$ cat config.mk
export PLATFORM = sky130hd
export DESIGN_NAME = muldiv_ctrl
export DESIGN_NICKNAME = d
export VERILOG_FILES = /design/src/rtl/muldiv_ctrl.sv
export SDC_FILE = /design/constraint.sdc
export NUM_CORES = 1
export LEC_CHECK = 0
export CAP_MARGIN = 30
export CORE_ASPECT_RATIO = 1.2
export CORE_MARGIN = 8
export CORE_UTILIZATION = 40
export DETAILED_ROUTE_END_ITERATION = 7
export PLACE_DENSITY = 0.64
export SYNTH_ARGS = -nofsm -noshare
export SYNTH_HDL_FRONTEND = slang
export SYNTH_SLANG_ARGS = --single-unit
$ cat constraint.sdc
create_clock -name clk -period 9.6 [get_ports clk]
set_input_delay 1.92 -clock clk [delete_from_list [all_inputs] [get_ports clk]]
set_output_delay 1.92 -clock clk [all_outputs]
set_load 0.02 [all_outputs]
$ cat src/rtl/muldiv_ctrl.sv
// Iterative multiply/divide sequencer owning HI/LO for the pipelined MIPS core.
// Optional macro MULDIV_EARLY_OUT_EN: multiplies finish once the remaining multiplier bits are zero.
module muldiv_ctrl (
  input  logic        clk,
  input  logic        rst_n,
  input  logic        start_exe,
  input  logic [1:0]  op_exe,
  input  logic [31:0] rs_val,
  input  logic [31:0] rt_val,
  input  logic        flush_exe,
  input  logic        mthi_exe,
  input  logic        mtlo_exe,
  input  logic        mfhilo_decode,
  output logic [31:0] hi,
  output logic [31:0] lo,
  output logic        busy,
  output logic        stall_muldiv,
  output logic        div_zero
);

  typedef enum logic [1:0] {
    S_IDLE,
    S_RUN,
    S_FIX
  } state_t;

  state_t      r_state;
  state_t      w_next;

  logic [1:0]  r_op;
  logic        r_sign_rs;
  logic        r_sign_rt;
  logic [31:0] r_rs_raw;
  logic [4:0]  r_cnt;
  logic [63:0] r_mcand;
  logic [31:0] r_mplier;
  logic [63:0] r_acc;
  logic [31:0] r_rem;
  logic [31:0] r_quot;
  logic [31:0] r_divisor;
  logic [31:0] r_hi;
  logic [31:0] r_lo;
  logic        r_busy;
  logic        r_div_zero;

  logic        w_accept;
  logic        w_mt_ok;
  logic        w_in_signed;
  logic        w_rs_neg;
  logic        w_rt_neg;
  logic [31:0] w_rs_abs;
  logic [31:0] w_rt_abs;
  logic        w_is_div;
  logic        w_is_signed;
  logic        w_last;
  logic [63:0] w_acc_sum;
  logic [32:0] w_trial;
  logic        w_fits;
  logic [31:0] w_diff;
  logic [31:0] w_fix_hi;
  logic [31:0] w_fix_lo;

  assign w_accept    = start_exe & ~r_busy & ~flush_exe;
  assign w_mt_ok     = ~r_busy & ~flush_exe;
  assign w_in_signed = ~op_exe[0];
  assign w_rs_neg    = w_in_signed & rs_val[31];
  assign w_rt_neg    = w_in_signed & rt_val[31];
  assign w_rs_abs    = w_rs_neg ? (~rs_val + 32'd1) : rs_val;
  assign w_rt_abs    = w_rt_neg ? (~rt_val + 32'd1) : rt_val;

  assign w_is_div    = r_op[1];
  assign w_is_signed = ~r_op[0];

  assign w_acc_sum   = r_acc + (r_mplier[0] ? r_mcand : 64'd0);

  // Restoring divide: the dividend shifts out of r_quot MSB-first while quotient bits shift in.
  assign w_trial     = {r_rem, r_quot[31]};
  assign w_fits      = (w_trial >= {1'b0, r_divisor});
  assign w_diff      = w_trial[31:0] - r_divisor;

`ifdef MULDIV_EARLY_OUT_EN
  assign w_last = (r_cnt == 5'd31) | (~w_is_div & (r_mplier[31:1] == 31'd0));
`else
  assign w_last = (r_cnt == 5'd31);
`endif

  // Sign correction and divide-by-zero override applied at the FIX edge.
  always_comb begin
    w_fix_hi = r_acc[63:32];
    w_fix_lo = r_acc[31:0];
    if (w_is_div) begin
      if (r_div_zero) begin
        w_fix_hi = r_rs_raw;
        w_fix_lo = 32'hFFFF_FFFF;
      end else begin
        w_fix_hi = (w_is_signed & r_sign_rs) ? (~r_rem + 32'd1) : r_rem;
        w_fix_lo = (w_is_signed & (r_sign_rs ^ r_sign_rt)) ? (~r_quot + 32'd1) : r_quot;
      end
    end else if (w_is_signed & (r_sign_rs ^ r_sign_rt)) begin
      {w_fix_hi, w_fix_lo} = ~r_acc + 64'd1;
    end
  end

  always_ff @(posedge clk) begin
    if (!rst_n) begin
      r_state <= S_IDLE;
    end else begin
      r_state <= w_next;
    end
  end

  always_comb begin
    w_next = r_state;
    case (r_state)
      S_IDLE:  if (w_accept) w_next = S_RUN;
      S_RUN:   if (w_last)   w_next = S_FIX;
      S_FIX:   w_next = S_IDLE;
      default: w_next = S_IDLE;
    endcase
  end

  always_ff @(posedge clk) begin
    if (!rst_n) begin
      r_op       <= 2'd0;
      r_sign_rs  <= 1'b0;
      r_sign_rt  <= 1'b0;
      r_rs_raw   <= 32'd0;
      r_cnt      <= 5'd0;
      r_mcand    <= 64'd0;
      r_mplier   <= 32'd0;
      r_acc      <= 64'd0;
      r_rem      <= 32'd0;
      r_quot     <= 32'd0;
      r_divisor  <= 32'd0;
      r_hi       <= 32'd0;
      r_lo       <= 32'd0;
      r_busy     <= 1'b0;
      r_div_zero <= 1'b0;
    end else begin
      case (r_state)
        S_IDLE: begin
          if (w_accept) begin
            r_op       <= op_exe;
            r_sign_rs  <= w_rs_neg;
            r_sign_rt  <= w_rt_neg;
            r_rs_raw   <= rs_val;
            r_cnt      <= 5'd0;
            r_mcand    <= {32'd0, w_rs_abs};
            r_mplier   <= w_rt_abs;
            r_acc      <= 64'd0;
            r_rem      <= 32'd0;
            r_quot     <= w_rs_abs;
            r_divisor  <= w_rt_abs;
            r_busy     <= 1'b1;
            r_div_zero <= op_exe[1] & (rt_val == 32'd0);
          end
          if (w_mt_ok & mthi_exe) r_hi <= rs_val;
          if (w_mt_ok & mtlo_exe) r_lo <= rs_val;
        end
        S_RUN: begin
          r_cnt <= r_cnt + 5'd1;
          if (w_is_div) begin
            r_rem  <= w_fits ? w_diff : w_trial[31:0];
            r_quot <= {r_quot[30:0], w_fits};
          end else begin
            r_acc    <= w_acc_sum;
            r_mcand  <= r_mcand << 1;
            r_mplier <= r_mplier >> 1;
          end
        end
        S_FIX: begin
          r_hi   <= w_fix_hi;
          r_lo   <= w_fix_lo;
          r_busy <= 1'b0;
        end
        default: r_busy <= 1'b0;
      endcase
    end
  end

  assign hi           = r_hi;
  assign lo           = r_lo;
  assign busy         = r_busy;
  assign div_zero     = r_div_zero;
  assign stall_muldiv = r_busy & (start_exe | mthi_exe | mtlo_exe | mfhilo_decode);

endmodule

==> results of run 1 <==
==> placed cells by master, fill, tap and decap left out, types with 20 or more instances in the layout <==
cell type / instances
o31ai_1: 32
nor3_1: 41
xor2_1: 121
a21o_1: 67
dfxtp_1: 363
a222oi_1: 32
clkdlybuf4s50_1: 138
ha_1: 102
o41ai_1: 20
nand3_1: 90
nand4_1: 24
nor2b_1: 73
a22oi_1: 37
buf_4: 29
a211oi_1: 34
nor4_1: 24
o211ai_1: 65
o221ai_1: 25
inv_1: 80
o21ai_0: 217
o211a_1: 32
clkbuf_16: 41
a31oi_1: 28
and2_1: 95
a21boi_0: 175
xnor2_1: 139
a21oi_1: 200
nand2b_1: 27
mux2i_1: 35
nor2_1: 163
nand2_1: 464
==> where the power goes <==
| part | internal [mW] | leakage (nW) | switching (mW) | total, mW |
|---|---|---|---|---|
| registers | 1.58 | 2.97 | 0.0634 | 1.64 |
| logic | 0.257 | 7.42 | 0.424 | 0.682 |
| clock network | 1.16 | 0.762 | 0.683 | 1.85 |
| total | 3.00 | 11.2 | 1.17 | 4.17 |
==> final timing paths <==
check             slack (ns)  depth (start not counted)        start            to
hold reg to reg         0.46                          2  r_rs_raw[0]   r_rs_raw[0]
setup reg to reg        4.75                         16  r_mplier[0]     r_acc[60]
setup / recovery        4.29                          3    start_exe  stall_muldiv
hold / removal          0.46                          2  r_rs_raw[0]   r_rs_raw[0]
==> state kept, by name, indices dropped and copies added, names as in the netlist <==
signal     flops
r_acc         64
div_zero       1
r_divisor     32
r_mcand       64
r_sign_rs      1
r_state        2
r_sign_rt      1
r_mplier      32
r_op           2
r_quot        32
busy           1
r_cnt          5
r_rem         32
r_rs_raw      32
lo            32
hi            32
==> cell families (layout without fill, tap and decap cells) <==
kind of cell,count (synthesis),count (layout),synth area share [%]
adders and majority gates,104,104,5.24
muxes,38,38,1.53
other,0,3,0
buffers and inverters,315,327,5.19
DFF,365,365,29.1
xor gates and xnor gates,260,260,9.06
AOI/OAI and AO/OA,1069,1069,28.9
and+or+nand+nor,1100,1100,21.0
==> routing by layer <==
layer / up-vias / GRT usage, %
li1: 11659 / -
met1: 11336 / 30.1
met2: 847 / 38.0
met3: 190 / 3.83
met4: 8 / 9.83
met5: - / 0
==> critical path, stage by stage <==
cell,delay (ns)
clkdlybuf4s50_1,0.49
o41a_1,0.44
clkdlybuf4s50_1,0.54
==> final cells by class <==
| cell class | count | area [sq um] | share of cell area, % |
|---|---|---|---|
| timing repair buffer | 175 | 1750 | 6.12 |
| clock inverter | 23 | 452 | 1.58 |
| tap | 816 | 1020 | 3.58 |
| antenna | 3 | 7.51 | 0.0263 |
| multi-input combinational | 2571 | 16600 | 58.2 |
| clock buffer | 49 | 1100 | 3.84 |
| inverter | 80 | 300 | 1.05 |
| sequential | 365 | 7310 | 25.6 |
==> through the flow <==
| stage | instance area [sq um] | setup slack [ns] |
|---|---|---|
| 2_1_floorplan | 25100 | 4.96 |
| 3_3_place_gp | 26800 | 4.21 |
| 3_5_place_dp | 26900 | 4.20 |
| 4_1_cts | 28500 | 4.27 |
| 5_1_grt | 28500 | 4.25 |
| 6_report | 28500 | 4.29 |
==> summary.txt, run 1 <==
Post-route DRC: 0
Startpoint types: input pin
Die height: 291 microns
Non-Filler Instances: 4,082
Async SR Flop Fraction: 0%
Post-synth top cells: nand2_1 (465), dfxtp_1 (365), o21ai_0 (217)
FMAX: 0.188 GHz
Die width: 245 microns
CTS tree: yes
Main flop type after synthesis: dfxtp_1
Post-synth top area share: 29.1%
Pwr dens: 146 nW/um^2
Hold buffer count at cts: 0
Avg WL per Cell: 21.2 microns
CTS H-tree depth: 2
Seq cells post-synth: 365
WL met2: 39,900 microns
Setup bufs post-CTS: 0
Filler cells: 6,200
Status: finished, final reports clean
Tightest Hold Check Type: flip-flop to flip-flop
Syn_area_per_cell: 7.73 sq um
CTS root buf: clkbuf_16
P_leak: 11.2 nW
Rows: 100
Most frequent cell after synthesis: nand2_1
DRT iter0 DRCs: 2,081
Yosys warns: 0
DR vias: 24.0k
Top Layer Used: met5
Total Routing Usage GR: 23.3%
Antenna viol nets, final: 0
Max clock buf depth: 3
DP Cell Count: 4,006
Number of max-cap violations: 0
Vias in the first global route: 22.4k
Share of post-route cells with drive strength above 1: 4.84%
Initial antenna violation count: 8
Die area: 71,100 sq um
Slew headroom: 33.7%
Setup_tns: 0 ns
CTS resizes: 0
Total grt overflow: 0
Critical Path Fanout Max: 4
Post-Syn Area: 25,100 sq um
Hold Slack: 0.463 ns
Overall power: 4.17 mW
Post-route clock skew: 0.0196 ns
Pin count of the biggest net entering global routing: 123
Synth Net Count: 3,428
Final Hold Viols: 0
Clk sink count: 365
Leading area contributor after synthesis: dfxtp_1
Final setup fails: 0
WL met1: 36,200 microns
Crit path time final: 5.31 ns
Met3 Wirelength: 6670 microns
Core area: 62,100 sq um
Synth top area cells: dfxtp_1 (29%), nand2_1 (6.9%), a21boi_0 (5.2%), ha_1 (5.1%), xnor2_1 (4.8%)
Unique masters post-synth: 86
Fin util: 45.9%
Post-Syn Instances: 3,251
Worst vdd ir: 0.111 mV
# nets final: 3,411
Num CTS Buffers: 41
Starting Density: 40.5%
Detail Placement HPWL: 63,400 microns
RePlAce Congestion: 0.937
Skew-Pair Late Insertion Delay: 0.55 ns
Layout area overhead: 13.5%
Drt pass-1 iters: 6
Count of pins over their slew limit: 0
Post-Route WL: 86,700 microns
Worst-Margin Slew: 0.994 ns
Worst Setup End Kind: output pin
Critical Path AT: 3.39 ns
Period utilization: 55.4%
Post-synthesis sequential area ratio: 29.1%
EDFF count, synth: 0
Req. time, crit path: 7.68 ns
Worst Setup Path Type: input pin to output pin
Ports: 140
Port Buffers: 139
Clk slew on worst S/H paths: 0.07 ns
First-pass GRT wire length: 133,000 microns
Unrepaired setup endpoints after global routing: no
Via/cell ratio: 5.89
Power figures use the tool's default switching activity.
==> run 2, diff against run 1 <==
==> constraint.sdc (replaced) <==
create_clock -name clk -period 5.35 [get_ports clk]
set_input_delay 1.07 -clock clk [delete_from_list [all_inputs] [get_ports clk]]
set_output_delay 1.07 -clock clk [all_outputs]
set_load 0.02 [all_outputs]
==> summary.txt, run 2 (same netlist as run 1, synthesis figures left out) <==
Pin count of the biggest net entering global routing: 137
Crit path to: r_acc[60]
Die area: 71,100 sq um
DP Cell Count: 4,015
Most frequent cells in the layout: nand2_1 (464), dfxtp_1 (363), o21ai_0 (217), a21oi_1 (200), a21boi_0 (175)
Crit path time final: 4.25 ns
Critical Path AT: 4.76 ns
Most common cell after layout, fill and taps aside: nand2_1
Num CTS Buffers: 42
Final setup fails: 0
Drt pass-1 iters: 6
Rows: 100
Slew headroom: 33.9%
Slowest CP cell: o211ai_1
Req. time, crit path: 5.86 ns
Ports: 140
Final Hold Viols: 0
Post-route DRC: 0
Clk sink count: 365
CP top delay family: compound AO/OA/AOI/OAI gates
RePlAce Congestion: 0.956
Worst-Margin Slew: 0.992 ns
Starting Density: 40.5%
Max clock buf depth: 3
Worst vdd ir: 0.154 mV
Clk slew on worst S/H paths: 0.06 ns
DR vias: 24.1k
Number of max-cap violations: 0
Via/cell ratio: 5.90
Skew-Pair Late Insertion Delay: 0.59 ns
DRT iter0 DRCs: 2,207
Worst flop-to-flop path endpoint: r_acc[60]
Crit path top cell by count: o21ai_0
Critical Path Fanout Max: 4
Post-Route WL: 87,800 microns
Avg WL per Cell: 21.4 microns
Largest regs: r_acc: 64 flops, r_mcand: 64 flops
Setup_tns: 0 ns
Post-route clock skew: 0.0271 ns
Count of pins over their slew limit: 0
Hold buffer count at cts: 0
CTS tree: yes
Share of post-route cells with drive strength above 1: 5.16%
R2R depth: 15
Crit path cell chain: and2_1, ha_1, inv_1, fa_1, nand2b_1, a21oi_1, o21ai_0, nor2b_1, o31a_1, o41ai_2, a41oi_1, o211ai_1, a2111oi_0, xor2_1, o21ai_0
Antenna viol nets, final: 0
Tightest Hold Check Type: flip-flop to flip-flop
Levels on crit path: 15
# nets final: 3,420
CTS resizes: 0
CTS root buf: clkbuf_16
Total Routing Usage GR: 23.7%
Non-Filler Instances: 4,095
Worst Setup Path Type: flip-flop to flip-flop
P_leak: 11.1 nW
Period utilization: 79.5%
Initial antenna violation count: 8
Worst Setup End Kind: flip-flop
Pwr dens: 256 nW/um^2
Reg2reg setup slack: 1.10 ns
Worst path buffer plus inverter count: 1
Layout area overhead: 13.3%
Startpoint types: flip-flop
Port Buffers: 139
Unrepaired setup endpoints after global routing: no
Critical Path Start: r_mplier[0]
Startpoint of the worst register-to-register path: r_mplier[0]
Status: finished, final reports clean
Vias in the first global route: 22.4k
Die width: 245 microns
Total grt overflow: 0
Slowest stage delay, CP: 0.42 ns
Setup bufs post-CTS: 0
Core area: 62,100 sq um
First-pass GRT wire length: 135,000 microns
FMAX: 0.235 GHz
Detail Placement HPWL: 64,500 microns
Die height: 291 microns
CTS H-tree depth: 2
[run 2: cell count changes in the layout (fill, tap and decap cells not counted), sizes merged]
cell | previous run | this run
diode | 3 | 2
clkbuf | 50 | 63
bufinv | 13 | 4
buf | 36 | 44
clkinvlp | 0 | 2
[run 2: metal layers]
layer  routed length, microns  share of wire, %  up-vias  global-route usage [%]
met5                       41             0.047        -                       0
met4                     3280               3.7        6                    8.79
met3                     6750               7.7      157                    4.14
met2                    40500                46      846                    38.9
met1                    37200                42    11474                    30.6
li1                         -                 -    11664                       -
[run 2: worst min path at each step]
stage	end	cells after the start	from	slack (ns)
finish	r_rs_raw[26]	2	r_rs_raw[26]	0.46
detailed placement	r_rs_raw[26]	2	r_rs_raw[26]	0.46
global route	r_cnt[3]	1	r_cnt[3]	0.48
floorplan	r_cnt[3]	1	r_cnt[3]	0.42
global placement	r_cnt[3]	1	r_cnt[3]	0.44
CTS	r_rs_raw[26]	2	r_rs_raw[26]	0.46
[run 2: power breakdown]
| part | total, mW | leakage [nW] | switching, mW | internal (mW) |
|---|---|---|---|---|
| clock network | 3.10 | 0.726 | 1.26 | 1.84 |
| registers | 2.96 | 2.97 | 0.120 | 2.84 |
| logic | 1.23 | 7.46 | 0.764 | 0.463 |
[run 2: layout make-up]
class / instances / area [sq um]
antenna: 2 / 5.00
clock buffer: 62 / 1270
clock inverter: 16 / 208
fill: 6266 / 33600
inverter: 80 / 300
multi-input combinational: 2571 / 16600
sequential: 365 / 7310
tap: 816 / 1020
timing repair buffer: 183 / 1780
[run 2: stage by stage]
step	power (mW)	utilization, %	hold WS, ns	worst slack, ns	cell area, sq um
final	7.29	45.9	0.461	1.10	28500
after global routing	7.55	45.9	0.485	0.809	28500
after CTS	7.31	45.9	0.464	1.09	28500
after detailed placement	4.22	43.5	0.455	0.829	27000
after global placement	4.22	43.4	0.443	0.840	26900
after floorplan	3.78	-	0.424	1.56	25100
[run 2: worst min-delay path: stages, from the launching register on]
cell	delay [ns]
dfxtp_1	0.31
nand2_1	0.04
a21boi_0	0.06
